--- config.mk ---
export PLATFORM = sky130hd
export DESIGN_NAME = acc_int3_flat
export DESIGN_NICKNAME = d
export VERILOG_FILES = /design/src/rtl/acc_int3_pkg.sv /design/src/rtl/acc_int3_if.sv /design/src/rtl/acc_int3_adder_nbit.sv /design/src/rtl/acc_int3.sv /design/src/flat_wrapper.sv
export SDC_FILE = /design/constraint.sdc
export NUM_CORES = 1
export LEC_CHECK = 0
export BUFFER_PORTS_ARGS = -buffer_cell sky130_fd_sc_hd__buf_2
export CAP_MARGIN = 20
export CORE_AREA = 10 10 55 57
export CTS_CLUSTER_DIAMETER = 30
export DETAILED_ROUTE_END_ITERATION = 7
export DIE_AREA = 0 0 65 67
export PLACE_DENSITY = 0.68
export SLEW_MARGIN = 15
export SYNTH_ARGS = -nofsm -noshare
export SYNTH_HDL_FRONTEND = slang
export SYNTH_SLANG_ARGS = --single-unit
--- constraint.sdc ---
create_clock -name clk -period 2.7 [get_ports clk]
set_input_delay 0 -clock clk [delete_from_list [all_inputs] [get_ports clk]]
set_output_delay 0 -clock clk [all_outputs]
set_load 0.02 [all_outputs]
--- src/rtl/acc_int3_pkg.sv ---
// Shared definitions for the acc_int3 product accumulator: FSM state encoding
// and default widths used by the interface and the datapath.
`timescale 1ns/1ps
package acc_int3_pkg;

   localparam int DEF_WIDTH     = 3;
   localparam int DEF_ACC_WIDTH = 8;
   localparam int DEF_CNT_WIDTH = 4;

   typedef enum logic [1:0] {
      IDLE = 2'd0,
      ACC  = 2'd1,
      DONE = 2'd2
   } state_t;

endpackage

--- src/rtl/acc_int3_if.sv ---
// Handshake bundle between a product source / result consumer and acc_int3.
// The master side drives requests and products; the slave side is the accumulator.
`timescale 1ns/1ps
interface acc_int3_if
   import acc_int3_pkg::*;
#(
   parameter int WIDTH     = DEF_WIDTH,
   parameter int ACC_WIDTH = DEF_ACC_WIDTH,
   parameter int CNT_WIDTH = DEF_CNT_WIDTH
);

   logic                 start;
   logic [CNT_WIDTH-1:0] len;
   logic [WIDTH-1:0]     P;
   logic                 in_valid;
   logic                 in_ready;
   logic [ACC_WIDTH-1:0] sum;
   logic                 ovf;
   logic                 out_valid;
   logic                 out_ready;
   logic                 busy;

   modport master (
      output start, len, P, in_valid, out_ready,
      input  in_ready, sum, ovf, out_valid, busy
   );

   modport slave (
      input  start, len, P, in_valid, out_ready,
      output in_ready, sum, ovf, out_valid, busy
   );

endinterface

--- src/rtl/acc_int3_adder_nbit.sv ---
// Plain N-bit unsigned adder with carry-out; shared building block for the
// accumulator datapath.
`timescale 1ns/1ps
module adder_nbit #(
   parameter int N = 8
) (
   input  logic [N-1:0] a,
   input  logic [N-1:0] b,
   output logic [N-1:0] s,
   output logic         cout
);

   assign {cout, s} = {1'b0, a} + {1'b0, b};

endmodule

--- src/rtl/acc_int3.sv ---
// Length-counted accumulator of unsigned product words with a sticky overflow
// flag and a held result that waits for the consumer's out_ready.
`timescale 1ns/1ps
module acc_int3
   import acc_int3_pkg::*;
#(
   parameter int WIDTH     = DEF_WIDTH,
   parameter int ACC_WIDTH = DEF_ACC_WIDTH,
   parameter int CNT_WIDTH = DEF_CNT_WIDTH
) (
   input  logic       clk,
   input  logic       rst_n,
   acc_int3_if.slave  bus
);

   state_t               state;
   logic [ACC_WIDTH-1:0] acc;
   logic [ACC_WIDTH-1:0] p_ext;
   logic [ACC_WIDTH-1:0] add_sum;
   logic                 add_cout;
   logic                 ovf;
   logic [CNT_WIDTH-1:0] remaining;
   logic                 take;

   // Products are unsigned; widen into the accumulator width with zeros.
   always_comb begin
      p_ext            = '0;
      p_ext[WIDTH-1:0] = bus.P;
   end

   adder_nbit #(
      .N (ACC_WIDTH)
   ) u_adder (
      .a    (acc),
      .b    (p_ext),
      .s    (add_sum),
      .cout (add_cout)
   );

   assign take = (state == ACC) && bus.in_valid;

   always_ff @(posedge clk) begin
      if (!rst_n) begin
         state     <= IDLE;
         acc       <= '0;
         ovf       <= 1'b0;
         remaining <= '0;
      end else begin
         case (state)
            IDLE: begin
               if (bus.start) begin
                  acc       <= '0;
                  ovf       <= 1'b0;
                  remaining <= bus.len;
                  state     <= (bus.len == '0) ? DONE : ACC;
               end
            end
            ACC: begin
               if (take) begin
                  acc       <= add_sum;
                  ovf       <= ovf | add_cout;
                  remaining <= remaining - CNT_WIDTH'(1);
                  if (remaining == CNT_WIDTH'(1)) state <= DONE;
               end
            end
            DONE: begin
               if (bus.out_ready) state <= IDLE;
            end
            default: state <= IDLE;
         endcase
      end
   end

   // Handshake outputs decode the registered state only, never in_valid.
   assign bus.in_ready  = (state == ACC);
   assign bus.out_valid = (state == DONE);
   assign bus.busy      = (state != IDLE);
   assign bus.sum       = acc;
   assign bus.ovf       = ovf;

endmodule

--- src/flat_wrapper.sv ---
// flat-port wrapper written by rule: the top's interface ports become plain ports
module acc_int3_flat import acc_int3_pkg::*;
#(
   parameter int WIDTH     = DEF_WIDTH,
   parameter int ACC_WIDTH = DEF_ACC_WIDTH,
   parameter int CNT_WIDTH = DEF_CNT_WIDTH
)
  (clk, rst_n, bus_start, bus_len, bus_P, bus_in_valid, bus_out_ready, bus_in_ready, bus_sum, bus_ovf, bus_out_valid, bus_busy);
  acc_int3_if #(.WIDTH(WIDTH), .ACC_WIDTH(ACC_WIDTH), .CNT_WIDTH(CNT_WIDTH)) bus_i ();
  input  logic clk;
  input  logic rst_n;
  input wire logic [$bits(bus_i.start)-1:0] bus_start;
  input wire logic [$bits(bus_i.len)-1:0] bus_len;
  input wire logic [$bits(bus_i.P)-1:0] bus_P;
  input wire logic [$bits(bus_i.in_valid)-1:0] bus_in_valid;
  input wire logic [$bits(bus_i.out_ready)-1:0] bus_out_ready;
  output wire logic [$bits(bus_i.in_ready)-1:0] bus_in_ready;
  output wire logic [$bits(bus_i.sum)-1:0] bus_sum;
  output wire logic [$bits(bus_i.ovf)-1:0] bus_ovf;
  output wire logic [$bits(bus_i.out_valid)-1:0] bus_out_valid;
  output wire logic [$bits(bus_i.busy)-1:0] bus_busy;
  assign bus_i.start = bus_start;
  assign bus_i.len = bus_len;
  assign bus_i.P = bus_P;
  assign bus_i.in_valid = bus_in_valid;
  assign bus_i.out_ready = bus_out_ready;
  assign bus_in_ready = bus_i.in_ready;
  assign bus_sum = bus_i.sum;
  assign bus_ovf = bus_i.ovf;
  assign bus_out_valid = bus_i.out_valid;
  assign bus_busy = bus_i.busy;
  acc_int3 #(.WIDTH(WIDTH), .ACC_WIDTH(ACC_WIDTH), .CNT_WIDTH(CNT_WIDTH)) u_core (.clk(clk), .rst_n(rst_n), .bus(bus_i));
endmodule
; Yosys cells after proc, flatten, opt, wreduce, memory -nomap -nowiden
; Cells that the tools add are included.
[totals]
elab_cells = 36
register_bits = 15
input_bits = 12
output_inout_bits = 12
[op_classes]
n_addsub = 2
bitwise_logic = 1
reduce_logical = 7
eq_ne = 7
muxes = 15
[op_table]
columns = op, n
row1 = 8-bit two-way mux, 2
row2 = 8-bit one-hot mux with 2 select lines, 1
row3 = 2-bit two-way mux, 5
row4 = 8-bit by 3-bit adder with 9-bit output, 1
row5 = 4-bit two-way mux, 2
row6 = 4-bit one-hot mux with 2 select lines, 1
row7 = 2-bit one-hot mux with 3 select lines, 1
row8 = 4-bit by 1-bit equality test with 1-bit output (second input constant), 1
row9 = 4-bit logical NOT, 1
row10 = 2-bit by 1-bit != test with 1-bit output (second input constant), 2
row11 = 2-bit != test (second input constant), 2
row12 = 4-bit AND reduction, 1
row13 = 2-bit nonzero test, 2
row14 = 4-bit by 1-bit subtractor with 4-bit output (second input constant), 1
row15 = 3-bit AND reduction, 1
row16 = 2-bit by 1-bit equality test with 1-bit output (second input constant), 1
row17 = 2-bit equality test (second input constant), 1
row18 = 2-bit logical NOT, 1
row19 = 1-bit two-way mux, 2
row20 = 1-bit one-hot mux with 2 select lines, 1
row21 = 1-bit logical AND, 1
row22 = 1-bit OR, 1

; Logic depth before layout (Yosys ltp)
[logic_depth]
word_depth = 4
ltp_mapped = 6
depth_no_buf = 6

; Cells and area by module
; A second synthesis with hierarchy kept.
[unflattened]
hier_cells = 130
area_unflattened_um2 = 1066.0
[modules_own_cells]
columns = mod, seq_area_each_um2, area_per_inst_um2, n_inst, cells_per_inst
row1 = acc_int3, 300.3, 742.0, 1, 88
row2 = adder_nbit, 0.0, 324.1, 1, 42

; Worst setup path before layout
; Ideal clock, no wire load.
[synth_path]
path_type = reg-to-reg
from = reg u_core.acc[0] (netlist: u_core.bus.sum[0])
to = reg u_core.acc[6] (netlist: u_core.bus.sum[6])
path_slack_ns = 1.098
setup_time_ns = 0.131
n_path_buf = 0
t_arrival_ns = 1.471
period_less_slack_ns = 1.602
required_time_ns = 2.569
path_stages_with_launch = 7
path_cell_list = dfxtp_1 ha_1 fa_1 a21oi_1 nor4b_1 xnor2_1 nor2_1
[synth_between]
elab_chain_cells = 3
[synth_rtl]
columns = element, line
row1 = start: declaration, acc_int3.sv:17  ; logic [ACC_WIDTH-1:0] acc;
row2 = start signal: assignment, acc_int3.sv:60  ; acc <= add_sum;
row3 = 8-bit by 3-bit adder with 9-bit output, acc_int3_adder_nbit.sv:13  ; assign {cout, s} = {1'b0, a} + {1'b0, b};
row4 = 8-bit two-way mux, acc_int3.sv:59  ; if (take) begin
row5 = 8-bit one-hot mux with 2 select lines, acc_int3.sv:49  ; case (state)
; Every way passes these cells. The select of a mux whose other input is x is not followed.
; A chain may end at the register's enable or synchronous reset.

; Worst setup path in the final report
[layout_path]
from = reg u_core.state[0]
to = reg u_core.remaining[0]
[layout_between]
elab_chain_cells = 4
[layout_rtl]
columns = element, line
row1 = start: declaration, acc_int3.sv:16  ; state_t state;
row2 = start signal: assignment, acc_int3.sv:55  ; state <= (bus.len == '0) ? DONE : ACC;
row3 = 2-bit by 1-bit equality test with 1-bit output, "acc_int3.sv:40, acc_int3.sv:49"
row4 = 1-bit logical AND, acc_int3.sv:40  ; assign take = (state == ACC) && bus.in_valid;
row5 = 2-bit by 1-bit != test with 1-bit output (no source line), -
row6 = 3-bit AND reduction (no source line), -
row7 = end signal: assignment, acc_int3.sv:54  ; remaining <= bus.len;
row8 = end signal: assignment, acc_int3.sv:62  ; remaining <= remaining - CNT_WIDTH'(1);
row9 = end: declaration, acc_int3.sv:22  ; logic [CNT_WIDTH-1:0] remaining;
; Parallel ways exist; a longest one is shown, timed or not.

==> flow_summary.json <==
{
  "dieArea_sq_mm": 0.00436,
  "reg2reg_to": "u_core.remaining[0]",
  "design_area_sq_mm": 0.00100,
  "synth_nets": 114,
  "max_stage_delay_ns": 0.45,
  "first_global_vias": 774,
  "grt_pass1_wl_um": 3390,
  "final.setup.worst_slack_ns": 0.983,
  "setup_violations": 0,
  "layout.cells.non_filler": 148,
  "netlist_top_cells_area": "dfxtp_1 36%, ha_1 7.5%, nor2_1 4.9%",
  "coreArea_sq_mm": 0.00194,
  "required_ns": 2.87,
  "syn_avg_cell_area_sq_um": 8.72,
  "fmax_mhz": 582,
  "place_ws_ns": 1.01,
  "path_delay_family": "simple AND/OR/NAND/NOR gates",
  "crit_type": "reg -> reg",
  "ctsRootBufferMaster": "clkbuf_4",
  "slew_violations": 0,
  "rsz0062_at_grt": "false",
  "grt_max_degree": 12,
  "fin_tns_setup_ns": 0,
  "synth.largest_area_cell": "dfxtp_1",
  "postPlaceCellArea_sq_um": 977,
  "synth_cell_types": 35,
  "syn-cell-area_sq_um": 837,
  "status": "complete, no violations",
  "io_pins": 24,
  "start_util_pct": 43.1,
  "via_count": 785,
  "start_kind": "flop",
  "cp_max_fo": 9,
  "min_period_over_period_pct": 63.6,
  "crit_arrival_ns": 1.89,
  "final_nets": 140,
  "vdd_ir_drop_max_uv": 342,
  "fin_skew_ns": 0.00782,
  "startpoint": "u_core.state[0]",
  "tritoncts": "built",
  "ys.flop_type": "dfxtp_1",
  "gp_congestion": 0.772,
  "r2r_slack_ns": 0.98,
  "crit_path_end_kind": "flop",
  "via_per_inst": 5.30,
  "post-route-min-period_ns": 1.72,
  "drt-total-wl_um": 1960,
  "synth-edff-count": 0,
  "crit_chain": "mux2i_1 > or2_0 > o21ai_0 > o311a_1",
  "holdWs_ns": 0.0293,
  "ant_nets": 0,
  "ys_seq_area_share_pct": 35.9,
  "layout_commonest_cell": "buf_2",
  "relSlewSlack_pct": 66.6,
  "drv_cap": 0,
  "gr-total-overflow": 0,
  "critPathBufInv": 0,
  "worst_pin_slew_ns": 0.499,
  "firstDrtPassIters": 4,
  "min_path_type": "in -> reg",
  "insertion_delay_ns": 0.28,
  "cts_num_sinks": 15,
  "dieWidth_um": 65,
  "critPathCapture": "u_core.remaining[0]",
  "synth_warnings": 0,
  "yosysTopAreaCellShare_pct": 35.9,
  "reg2reg_depth": 4,
  "syn2layout_area_growth_pct": 20.0,
  "crit_cells": 4,
  "hold_violations": 0,
  "power.density_mw_per_mm2": 497,
  "r2r-start": "u_core.state[0]",
  "final_cell_mix": "23 x buf_2, 15 x dfxtp_1, 11 x nor2_1",
  "antenna_found_initial": 0,
  "h-tree-depth": 1,
  "hpwl_um": 1560,
  "rows": 16,
  "cts_resized": 0,
  "drive_gt1_share_pct": 24.8,
  "cts_hold_buf": 0,
  "ys_ff_latch": 15,
  "syn_inst": 96,
  "portBuffers": 23,
  "postCtsSetupRepairBufs": 0,
  "drc": 0,
  "cts-buffers-inserted": 3,
  "p_leak_nw": 0.413,
  "wire_per_inst_um": 13.3,
  "cpMaxStageDelayCell": "or2_0",
  "ys_async_sr_fraction_pct": 0,
  "place_inst": 144,
  "drt-initial-drc-count": 12,
  "n_antenna_cell": 0,
  "cts_max_path_buffers": 2,
  "dieHeight_um": 67,
  "cts.clk_slew.worst_paths_ns": 0.10,
  "grt_usage_pct": 9.58
}
## report_power, final
group / switching [mW] / internal, mW / total [mW]
logic: 0.0727 / 0.0496 / 0.122
registers: 0.0143 / 0.234 / 0.249
clock network: 0.0740 / 0.0550 / 0.129
## metrics by stage
step                      total power, mW  util, %
after CTS                           0.509     51.7
after global routing                0.536     51.7
final                               0.500     51.7
after global placement              0.374     50.3
after floorplan                     0.339        -
after detailed placement            0.376     50.3
## worst reg2reg max path: stages (launching register included)
cell and delay, ns:
dfxtp_1 0.43, mux2i_1 0.42, or2_0 0.45, o21ai_0 0.17, o311a_1 0.14
## Yosys cell counts, types with 3 or more instances
| cell type | number |
|---|---|
| nor2b_1 | 4 |
| a21boi_0 | 3 |
| o21ai_0 | 5 |
| nand2_1 | 3 |
| ha_1 | 5 |
| a31o_2 | 3 |
| xnor2_1 | 4 |
| a211oi_1 | 3 |
| dfxtp_1 | 15 |
| inv_1 | 5 |
| nor2_1 | 11 |
| a21oi_1 | 3 |
| nor3b_1 | 3 |
## routing by layer
metal | wire length [um] | vias to the layer above | global-route usage, %
met1 | 926 | 370 | 10.9
li1 | - | 398 | -
met5 | 0 | - | 0
met2 | 928 | 15 | 16.3
met4 | 12 | 0 | 3.21
met3 | 95 | 2 | 3.51
## how the worst min path moves through the flow
stage / startpoint / to / slack [ns] / cells after the start
2_1_floorplan: bus_start / u_core.state[0] / 0.16 / 2
3_3_place_gp: bus_start / u_core.state[0] / 0.33 / 3
3_5_place_dp: bus_start / u_core.state[0] / 0.32 / 3
4_1_cts: bus_start / u_core.state[0] / 0.02 / 3
5_1_grt: bus_out_ready / u_core.state[1] / 0.03 / 4
6_report: bus_start / u_core.state[0] / 0.03 / 3
## cells by family after synthesis
group	synth area share, %
adder cells (fa/ha/maj)	9.87
flip-flops	35.9
buffers and inverters	3.74
XOR/XNOR	5.23
AND/OR/NAND/NOR	23.6
AO/OA/AOI/OAI	20.5
multiplexers	1.20
## flip-flops by register name, indices dropped and copies added (netlist names)
| signal | flops |
|---|---|
| u_core.remaining | 4 |
| u_core.state | 2 |
| u_core.bus.ovf | 1 |
| u_core.bus.sum | 8 |
## final cells by class
| type | count | area [sq um] |
|---|---|---|
| clock buffers | 3 | 22.5 |
| clock inverters | 1 | 5.00 |
| fillers | 194 | 937 |
| inverters | 6 | 22.5 |
| multi-input cells | 73 | 505 |
| flip-flops and latches | 15 | 300 |
| well taps | 27 | 33.8 |
| repair buffers | 23 | 115 |
Note: power is estimated with default switching activity, not from simulation.
